$ cat src/rtl/vec_elem_sequencer.sv
// vec_elem_sequencer: splits a 32-bit vector op into ELEM_W-wide element ops on a shared lane and packs one writeback
module vec_elem_sequencer #(
    parameter int ELEM_W = 8
) (
    input  logic              clk_i,
    input  logic              rst_n_i,
    input  logic              start_i,
    input  logic              flush_i,
    input  logic [2:0]        funct3_i,
    input  logic [31:0]       src1_i,
    input  logic [31:0]       src2_i,
    input  logic [4:0]        rd_i,
    output logic              stall_o,
    output logic              busy_o,
    output logic              elem_valid_o,
    input  logic              elem_ready_i,
    output logic [ELEM_W-1:0] elem_a_o,
    output logic [ELEM_W-1:0] elem_b_o,
    output logic [2:0]        elem_op_o,
    input  logic              elem_result_valid_i,
    input  logic [ELEM_W-1:0] elem_result_i,
    output logic              wb_valid_o,
    output logic [4:0]        wb_rd_o,
    output logic [31:0]       wb_data_o
);
    localparam int NUM_ELEMS = 32 / ELEM_W;
    localparam int IDX_W = NUM_ELEMS > 1 ? $clog2(NUM_ELEMS) : 1;
    typedef enum logic [2:0] {IDLE, ISSUE, WAIT, WRITE, DRAIN} state_t;
    state_t state, state_nx;
    logic [IDX_W-1:0] idx;
    logic [31:0] a_q, b_q, res_q, wb_data_q, a_sh, b_sh;
    logic [2:0] op_q;
    logic [4:0] rd_q, wb_rd_q;
    logic accept, last;
    assign accept = state == IDLE && start_i && !flush_i;
    assign last = 32'(idx) == NUM_ELEMS - 1;
    assign a_sh = a_q >> (32'(idx) * ELEM_W);
    assign b_sh = b_q >> (32'(idx) * ELEM_W);
    assign elem_a_o = a_sh[ELEM_W-1:0];
    assign elem_b_o = b_sh[ELEM_W-1:0];
    assign elem_op_o = op_q;
    always_comb begin
        state_nx = state;
        stall_o = accept || state == ISSUE || state == WAIT || state == DRAIN;
        busy_o = state != IDLE;
        elem_valid_o = state == ISSUE;
        wb_valid_o = state == WRITE;
        wb_rd_o = state == WRITE ? rd_q : wb_rd_q;
        wb_data_o = state == WRITE ? res_q : wb_data_q;
        case (state)
            IDLE:    state_nx = accept ? ISSUE : IDLE;
            ISSUE:   state_nx = elem_ready_i ? (flush_i ? DRAIN : WAIT) : (flush_i ? IDLE : ISSUE);
            WAIT:    state_nx = elem_result_valid_i ? (flush_i ? IDLE : last ? WRITE : ISSUE)
                                                    : (flush_i ? DRAIN : WAIT);
            WRITE:   state_nx = IDLE;
            DRAIN:   state_nx = elem_result_valid_i ? IDLE : DRAIN;
            default: state_nx = IDLE;
        endcase
    end
    always_ff @(posedge clk_i or negedge rst_n_i) begin
        if (!rst_n_i) state <= IDLE;
        else state <= state_nx;
    end
    // wb_* outputs replay the held copy outside WRITE so they keep their last value
    always_ff @(posedge clk_i or negedge rst_n_i) begin
        if (!rst_n_i) begin
            idx <= '0;
            a_q <= '0;
            b_q <= '0;
            res_q <= '0;
            op_q <= '0;
            rd_q <= '0;
            wb_data_q <= '0;
            wb_rd_q <= '0;
        end else begin
            if (accept) begin
                a_q <= src1_i;
                b_q <= src2_i;
                op_q <= funct3_i;
                rd_q <= rd_i;
                res_q <= '0;
                idx <= '0;
            end
            if (state == WAIT && elem_result_valid_i && !flush_i) begin
                for (int e = 0; e < NUM_ELEMS; e++)
                    if (32'(idx) == e) res_q[e*ELEM_W +: ELEM_W] <= elem_result_i;
                if (!last) idx <= idx + 1'b1;
            end
            if (state == WRITE) begin
                wb_data_q <= res_q;
                wb_rd_q <= rd_q;
            end
        end
    end
endmodule

$ cat config.mk
export PLATFORM = sky130hd
export DESIGN_NAME = vec_elem_sequencer
export DESIGN_NICKNAME = d
export VERILOG_FILES = /design/src/rtl/vec_elem_sequencer.sv
export SDC_FILE = /design/constraint.sdc
export NUM_CORES = 1
export LEC_CHECK = 0
export CAP_MARGIN = 20
export CORE_MARGIN = 4
export CORE_UTILIZATION = 53
export CTS_CLUSTER_DIAMETER = 100
export DETAILED_ROUTE_END_ITERATION = 8
export PLACE_DENSITY = 0.9
export SYNTH_ARGS = -nofsm -noshare
export SYNTH_HDL_FRONTEND = slang
export SYNTH_SLANG_ARGS = --single-unit
$ cat constraint.sdc
create_clock -name clk_i -period 3.99 [get_ports clk_i]
set_input_delay 0.399 -clock clk_i [delete_from_list [all_inputs] [get_ports clk_i]]
set_output_delay 0.399 -clock clk_i [all_outputs]
set_load 0.01 [all_outputs]
### Word-level counts from Yosys, hierarchy flattened

Index checks and enable logic that the tools add are counted.

| storage, ports and cells | value |
|---|---|
| flip-flop bits (word level) | 146 |
| logic and storage cells | 50 |
| output and inout port bits | 60 |
| input port bits | 86 |

| operators by class | value |
|---|---|
| reductions and logical operators | 11 |
| shifts and indexed selects | 2 |
| $add $sub $neg | 1 |
| mux-type cells | 20 |
| equality and inequality tests | 7 |

Operator list:

| cell | count |
|---|---|
| 2-to-1 mux 32 bit | 3 |
| right shift 32 x 5 -> 8 bit | 2 |
| 2-to-1 mux 8 bit | 4 |
| 2-to-1 mux 3 bit | 4 |
| case mux 3 bit (4 select lines) | 1 |
| 2-to-1 mux 2 bit | 5 |
| equality test 3 x 2 -> 1 bit (second input constant) | 2 |
| 2-to-1 mux 5 bit | 1 |
| equality test 2 bit (second input constant) | 2 |
| logical AND 1 bit | 4 |
| equality test 3 x 1 -> 1 bit (second input constant) | 1 |
| equality test 3 bit (second input constant) | 1 |
| zero test 3 bit | 1 |
| logical OR 1 bit | 3 |
| nonzero test 3 bit | 1 |
| adder 2 x 1 -> 2 bit (second input constant) | 1 |
| equality test 2 x 1 -> 1 bit (second input constant) | 1 |
| zero test 2 bit | 1 |
| 2-to-1 mux 1 bit | 2 |
| zero test 1 bit | 1 |

### Depth between registers and ports, before layout

Gate-level depths: netlist of run 1.

| logic depth | value |
|---|---|
| word-level depth | 6 |
| mapped depth | 8 |
| mapped depth without buffers | 5 |

### Worst setup path after synthesis of run 1

Ideal clock, no wire load.

| timing | value |
|---|---|
| kind | register to register |
| from | register idx[1] |
| to | register res_q[0] |
| clock period less this slack | 2.156 ns |
| data arrival time | 2.089 ns |
| setup slack | 1.834 ns |
| cell stages (with the launch flop) | 9 |
| buffers on the path | 3 |
| data required time | 3.923 ns |
| setup time | 0.067 ns |
| cell sequence | dfrtp_1 clkbuf_1 buf_1 inv_1 ha_1 and4_1 clkbuf_1 nor2_1 a22o_1 |

| between the ends | value |
|---|---|
| word-level cells in the longest chain between the ends | 3 |

Ends and longest elaborated chain:

| element | line | source |
|---|---|---|
| start, declared | 30 | `logic [IDX_W-1:0] idx;` |
| start signal, assigned | 87 | `if (!last) idx <= idx + 1'b1;` |
| zero test 2 bit | 86 | `if (32'(idx) == e) res_q[e*ELEM_W +: ELEM_W] <= elem_result_i;` |
| 2-to-1 mux 8 bit | 86 |  |
| 2-to-1 mux 32 bit | 84 | `if (state == WAIT && elem_result_valid_i && !flush_i) begin` |
| end signal, assigned by index | 86 |  |
| end, declared | 31 | `logic [31:0] a_q, b_q, res_q, wb_data_q, a_sh, b_sh;` |

No other way between the ends.
A chain may end at the register's enable or synchronous reset.

### Final worst setup path of run 1

| timing | value |
|---|---|
| from | register state[0] |
| to | output stall_o |

| between the ends | value |
|---|---|
| word-level cells in the longest chain between the ends | 6 |
| elaborated cells between the ends (all ways) | 9 |
| classes of those cells | eq/ne: 3; reduce/logical: 6 |

Ends and longest elaborated chain:

| element | line | source |
|---|---|---|
| start, declared | 29 | `state_t state, state_nx;` |
| start signal, assigned | 62 | `else state <= state_nx;` |
| zero test 3 bit | 35 | `assign accept = state == IDLE && start_i && !flush_i;` |
| logical AND 1 bit (2 in series) | 35 |  |
| logical OR 1 bit (2 in series) | 44 | `stall_o = accept \|\| state == ISSUE \|\| state == WAIT \|\| state == DRAIN;` |
| logical OR 1 bit (*) | 44 |  |
| end, declared | 13 | `output logic stall_o,` |

Every way passes the cells marked *; elsewhere a longest branch is shown, timed or not.

==> impl_metrics.env, run 1 <==
export IMPL_postCtsHoldBufs=0
export IMPL_synth_edf_count=0
export IMPL_syn_avg_cell_area_um2=11.6
export IMPL_synth_cell_area_mm2=0.00600
export IMPL_finalHoldViolCount=5
export IMPL_io_pins=146
export IMPL_drtAntennaViolNets=0
export IMPL_fp_dieArea_mm2=0.0131
export IMPL_vdd_drop_max_v=0.000355
export IMPL_area_growth_syn_to_layout_pct=34.8
export IMPL_synth_area_top_cells="dfrtp_1 61%, nand2_1 14%, mux2_2 6.9%"
export IMPL_hpwl_um=9720
export IMPL_h_tree_depth=4
export IMPL_synthMuxAreaShare=0.130
export IMPL_slew_headroom=0.442
export IMPL_nNetsFinal=749
export IMPL_path_clk_slew_ns=0.06
export IMPL_start_util=0.548
export IMPL_post_dp_cell_area_mm2=0.00747
export IMPL_ys_ff_latch=146
export IMPL_cap_violations=0
export IMPL_synth_seq_area_share=0.609
export IMPL_yosys_area_top_type="dfrtp_1"
export IMPL_dr_pass1_iters=4
export IMPL_required_ns=3.59
export IMPL_slowest_stage="or3b_4"
export IMPL_grt_max_degree=81
export IMPL_pwr_density_cell_mw_per_mm2=536
export IMPL_rows=38
export IMPL_rsz0062_at_grt="no"
export IMPL_clock_latency_ns=0.42
export IMPL_setup_viol=0
export IMPL_cts_max_path_buffers=2
export IMPL_synth_cell_types=30
export IMPL_cp_max_fo=75
export IMPL_worstSetupStartpointType="flip-flop"
export IMPL_synth_xor_area_frac=0
export IMPL_worst_clock_skew_ns=0.00555
export IMPL_antenna_cells=0
export IMPL_clock_fmax_ghz=0.323
export IMPL_finalCriticalPeriod_ns=3.09
export IMPL_drc_errors=0
export IMPL_synth_net_count=609
export IMPL_drive_above_1_share=0.135
export IMPL_synth_compound_area_share=0.0580
export IMPL_cts_resized=0
export IMPL_period_share=0.776
export IMPL_via_per_inst=5.42
export IMPL_synth_top_area_frac=0.609
export IMPL_num_vias=4399
export IMPL_cts_sinks=146
export IMPL_cp_end_kind="primary output"
export IMPL_whs_ns=-0.00479
export IMPL_synthArstFlopShare=1.00
export IMPL_cts_tree="yes"
export IMPL_wl_per_cell_um=17.4
export IMPL_p_leak_nw=3.93
export IMPL_drv_slew=0
export IMPL_violations="negative hold slack"
export IMPL_overflow=0
export IMPL_fin_tns_setup_ns=0
export IMPL_status="complete, but fails checks"
export IMPL_io_buffer_count=145
export IMPL_fp_dieH_um=114
export IMPL_grt_pass1_vias=4640
export IMPL_cts_root_buffer="clkbuf_16"
export IMPL_synth_simple_area_share=0.158
export IMPL_grt_use_total=0.230
export IMPL_cts_made_buffers=17
export IMPL_layout_commonest_cell="nand2_1"
export IMPL_final_cell_mix="220 x nand2_1, 146 x dfrtp_1, 144 x clkdlybuf4s50_1, 37 x mux2_2, 32 x a22o_1"
export IMPL_crit_type="flip-flop to primary output"
export IMPL_antenna_found_initial=0
export IMPL_synth_top_family_by_area="simple AND/OR/NAND/NOR gates"
export IMPL_post_cts_buffers=0
export IMPL_critPathMaxStageDelay_ns=0.68
export IMPL_power_total_mw=4.34
export IMPL_dieWidth_um=114
export IMPL_worst_pin_slew_ns=0.837
export IMPL_post_route_cell_area_mm2=0.00809
export IMPL_drt_total_wl_um=14100
export IMPL_fp_coreArea_mm2=0.0109
export IMPL_drt_iter0_markers=288
export IMPL_synth_flop_cell="dfrtp_1"
export IMPL_yosysWarnings=0
export IMPL_grt_pass1_wl_um=23000
export IMPL_critPathBufInv=1
export IMPL_worstPathArrival_ns=2.70
export IMPL_crit_path_cell_trace="or3_4, or3b_4, nand2_1, clkdlybuf4s50_1"
export IMPL_hp_class="primary input to async pin"
export IMPL_synthAdderAreaFrac=0.00835
export IMPL_synth_cells=519
export IMPL_globalplace_congestion=0.821
export IMPL_path_delay_family="simple AND/OR/NAND/NOR gates"
-- flip-flops by register name, indices dropped and copies added (netlist names) --
register and cells:
a_q 32, b_q 32, res_q 32, wb_data_q 32, rd_q 5, wb_rd_q 5
elem_op_o 3, state 3, idx 2
-- path summary, 6_finish.rpt --
| kind | from | end | slack (ns) | cells after the start |
|---|---|---|---|---|
| setup / recovery | state[0]$_DFF_PN0_ | stall_o | 0.90 | 4 |
| max in group asynchronous | rst_n_i | res_q[1]$_DFF_PN0_ | 2.99 | 2 |
| min in group clk_i | a_q[19]$_DFFE_PN0P_ | a_q[19]$_DFFE_PN0P_ | 0.47 | 2 |
| setup reg to reg | idx[1]$_DFF_PN0_ | res_q[8]$_DFF_PN0_ | 1.57 | 5 |
| hold reg to reg | a_q[19]$_DFFE_PN0P_ | a_q[19]$_DFFE_PN0P_ | 0.47 | 2 |
| hold / removal | rst_n_i | wb_data_q[30]$_DFF_PN0_ | -0.005 | 1 |
-- logic make-up after synthesis --
kind of cell	Yosys count
compound gates	42
flops	146
simple gates	238
buf+inv	36
mux	53
fa+ha+maj	4
-- worst reg2reg max path, stage by stage (launching register included) --
cell	delay, ns
dfrtp_1	0.88
inv_1	0.20
ha_1	0.23
and4_1	0.29
nor2_1	0.52
a22o_1	0.23
-- where the power goes --
| part | internal (mW) | switching, mW |
|---|---|---|
| registers | 1.72 | 0.130 |
| clock network | 1.06 | 0.586 |
| logic | 0.450 | 0.391 |
| total | 3.23 | 1.11 |
-- per-layer routing --
layer,vias up,GRT usage,wire (um)
met4,0,0.102,395
met5,-,0,0
met1,2161,0.289,5570
met3,32,0.0650,1040
li1,2014,-,-
met2,192,0.373,7080
-- through the flow --
step | instances | setup slack, ns | hold slack [ns] | util
after floorplan | 519 | 1.83 | 0.103 | -
after global placement | 780 | 1.21 | 0.452 | 0.684
after detailed placement | 780 | 1.18 | 0.457 | 0.684
after CTS | 812 | 0.862 | 0.0278 | 0.739
after global routing | 812 | 0.777 | 0.0542 | 0.739
final | 812 | 0.895 | -0.00479 | 0.739
-- cells in the mapped netlist, drive strengths merged, types with 2 or more instances --
cell	n
o21ai	3
inv	7
nor2	6
dfrtp	146
a22o	32
and4	4
mux4	16
clkbuf	7
o32ai	2
ha	4
buf	22
nand2	220
or3	2
mux2	37
-- area by class of cell --
| type | instances | area, um^2 |
|---|---|---|
| Timing Repair Buffer | 150 | 1490 |
| Fill cell | 729 | 2850 |
| Inverter | 7 | 26.3 |
| Tap cell | 140 | 175 |
| Multi-Input combinational cell | 337 | 2130 |
| Clock inverter | 11 | 160 |
| Sequential cell | 146 | 3650 |
| Clock buffer | 21 | 450 |
Note: power is estimated with default switching activity, not from simulation.
==> inputs of run 2 (changes only) <==
--- a/config.mk
+++ b/config.mk
@@ -7,10 +7,10 @@
 export LEC_CHECK = 0
 export CAP_MARGIN = 20
 export CORE_MARGIN = 4
-export CORE_UTILIZATION = 53
+export CORE_UTILIZATION = 49
 export CTS_CLUSTER_DIAMETER = 100
 export DETAILED_ROUTE_END_ITERATION = 8
-export PLACE_DENSITY = 0.9
+export PLACE_DENSITY = 0.84
 export SYNTH_ARGS = -nofsm -noshare
 export SYNTH_HDL_FRONTEND = slang
 export SYNTH_SLANG_ARGS = --single-unit
==> constraint.sdc (replaced) <==
create_clock -name clk_i -period 3.1 [get_ports clk_i]
set_input_delay 0.31 -clock clk_i [delete_from_list [all_inputs] [get_ports clk_i]]
set_output_delay 0.31 -clock clk_i [all_outputs]
set_load 0.01 [all_outputs]
==> run 2 against run 1 <==
Net effect:
- the run now ends clean
- die area up 7.6%
- clock skew up 0.0013 ns
- cell count up 1.2%
- sequential cell count unchanged
- worst setup slack worse by 0.66 ns
- core utilization down 6.5 points
- sequential power up 29%
- wire length down 1.6%
- global-route usage down 2.7 points
- via count down 1.8%
- final area up 0.22%
- critical path type unchanged
- largest cell class unchanged
==> impl_metrics.env, run 2 (same netlist as run 1, synthesis figures left out) <==
export IMPL_cts_tree="yes"
export IMPL_cts_sinks=146
export IMPL_p_leak_nw=3.93
export IMPL_drive_above_1_share=0.139
export IMPL_worst_pin_slew_ns=0.831
export IMPL_cts_root_buffer="clkbuf_16"
export IMPL_status="finished clean"
export IMPL_path_clk_slew_ns=0.06
export IMPL_slew_headroom=0.446
export IMPL_antenna_found_initial=0
export IMPL_hpwl_um=9720
export IMPL_drt_total_wl_um=13900
export IMPL_finalCriticalPeriod_ns=2.86
export IMPL_stdcell_count=822
export IMPL_post_route_cell_area_mm2=0.00810
export IMPL_crit_path_cell_trace="and2b_1, nand2_1, buf_4, mux2_2, clkdlybuf4s50_1"
export IMPL_grt_max_degree=93
export IMPL_slowest_stage="clkdlybuf4s50_1"
export IMPL_multi_input_area_mm2=0.00213
export IMPL_start_util=0.499
export IMPL_postCtsHoldBufs=1
export IMPL_pwr_density_cell_mw_per_mm2=672
export IMPL_layout_commonest_cell="nand2_1"
export IMPL_cts_made_buffers=17
export IMPL_drc_errors=0
export IMPL_cts_max_path_buffers=2
export IMPL_grt_pass1_vias=4577
export IMPL_drv_slew=0
export IMPL_io_pins=146
export IMPL_cp_max_fo=38
export IMPL_num_vias=4322
export IMPL_required_ns=2.79
export IMPL_min_from="funct3_i[1]"
export IMPL_r2r_start="state[0]$_DFF_PN0_"
export IMPL_regArea_mm2=0.00365
export IMPL_area_growth_syn_to_layout_pct=35.1
export IMPL_worstPathArrival_ns=2.55
export IMPL_cap_violations=0
export IMPL_clock_fmax_ghz=0.349
export IMPL_antenna_cells=0
export IMPL_worstSetupStartpointType="flip-flop"
export IMPL_fp_dieH_um=119
export IMPL_via_per_inst=5.26
export IMPL_worst_clock_skew_ns=0.00681
export IMPL_path_delay_family="buffers and inverters"
export IMPL_nNetsFinal=752
export IMPL_fp_dieArea_mm2=0.0141
export IMPL_critPathLaunch="state[2]$_DFF_PN0_"
export IMPL_crit_type="flip-flop to primary output"
export IMPL_finalHoldViolCount=0
export IMPL_cp_end_kind="primary output"
export IMPL_dieWidth_um=119
export IMPL_post_dp_cell_area_mm2=0.00751
export IMPL_vdd_drop_max_v=0.000384
export IMPL_post_cts_buffers=0
export IMPL_dr_pass1_iters=5
export IMPL_placed_cells=789
export IMPL_wl_per_cell_um=16.9
export IMPL_power_total_mw=5.45
export IMPL_h_tree_depth=4
export IMPL_drtAntennaViolNets=0
export IMPL_hp_class="primary input to flip-flop"
export IMPL_grt_pass1_wl_um=22600
export IMPL_fillers=888
export IMPL_critPathMaxStageDelay_ns=0.52
export IMPL_grt_use_total=0.203
export IMPL_critPathBufInv=2
export IMPL_io_buffer_count=145
export IMPL_final_cell_mix="220 x nand2_1, 146 x dfrtp_1, 144 x clkdlybuf4s50_1, 37 x mux2_2, 32 x a22o_1"
export IMPL_rows=40
export IMPL_setup_viol=0
export IMPL_globalplace_congestion=0.808
export IMPL_fp_coreArea_mm2=0.0120
export IMPL_overflow=0
export IMPL_fin_tns_setup_ns=0
export IMPL_clock_latency_ns=0.42
export IMPL_drt_iter0_markers=281
export IMPL_period_share=0.923
export IMPL_rsz0062_at_grt="no"
export IMPL_cts_resized=0
## run 2: worst reg2reg max path, stage by stage (launching register included)
cell	delay, ns
dfrtp_1	0.46
or3_4	0.45
or3b_4	0.38
buf_4	0.33
o21ai_1	0.24
o32ai_1	0.12
## run 2: per-layer routing
metal | track usage | wire length, um | up-vias | part of all wire
li1 | - | - | 2024 | -
met3 | 0.0579 | 974 | 19 | 0.070
met1 | 0.254 | 5710 | 2114 | 0.41
met2 | 0.339 | 6940 | 165 | 0.50
met5 | 0 | 0 | - | 0
met4 | 0.0710 | 248 | 0 | 0.018
## run 2: report_power, final
group,leakage (nW),switching [mW],internal (mW)
clock network,0.282,0.744,1.24
logic,1.73,0.494,0.583
registers,1.92,0.166,2.22
## run 2: layout make-up
cell class / instances / share of cell area
Clock buffer: 22 / 0.0585
Clock inverter: 10 / 0.0133
Inverter: 7 / 0.00324
Multi-Input combinational cell: 337 / 0.263
Sequential cell: 146 / 0.451
Tap cell: 147 / 0.0227
Timing Repair Buffer: 153 / 0.189
## run 2: worst paths after layout
check	to	slack, ns	depth (start not counted)
max in group asynchronous	wb_data_q[27]$_DFF_PN0_	1.73	3
worst min-delay path	elem_op_o[1]$_DFFE_PN0P_	0.42	3
worst max-delay path	wb_data_o[23]	0.24	5
min in group asynchronous	wb_data_q[29]$_DFF_PN0_	0.52	2
worst max register to register	idx[1]$_DFF_PN0_	0.98	5
worst min register to register	b_q[16]$_DFFE_PN0P_	0.47	2
## run 2: through the flow
step / setup slack [ns] / util / hold WS (ns)
finish: 0.237 / 0.675 / 0.419
global route: 0.157 / 0.675 / 0.416
CTS: 0.226 / 0.675 / 0.403
detailed placement: 0.691 / 0.625 / 0.437
global placement: 0.760 / 0.625 / 0.421
floorplan: 0.944 / - / 0.0144
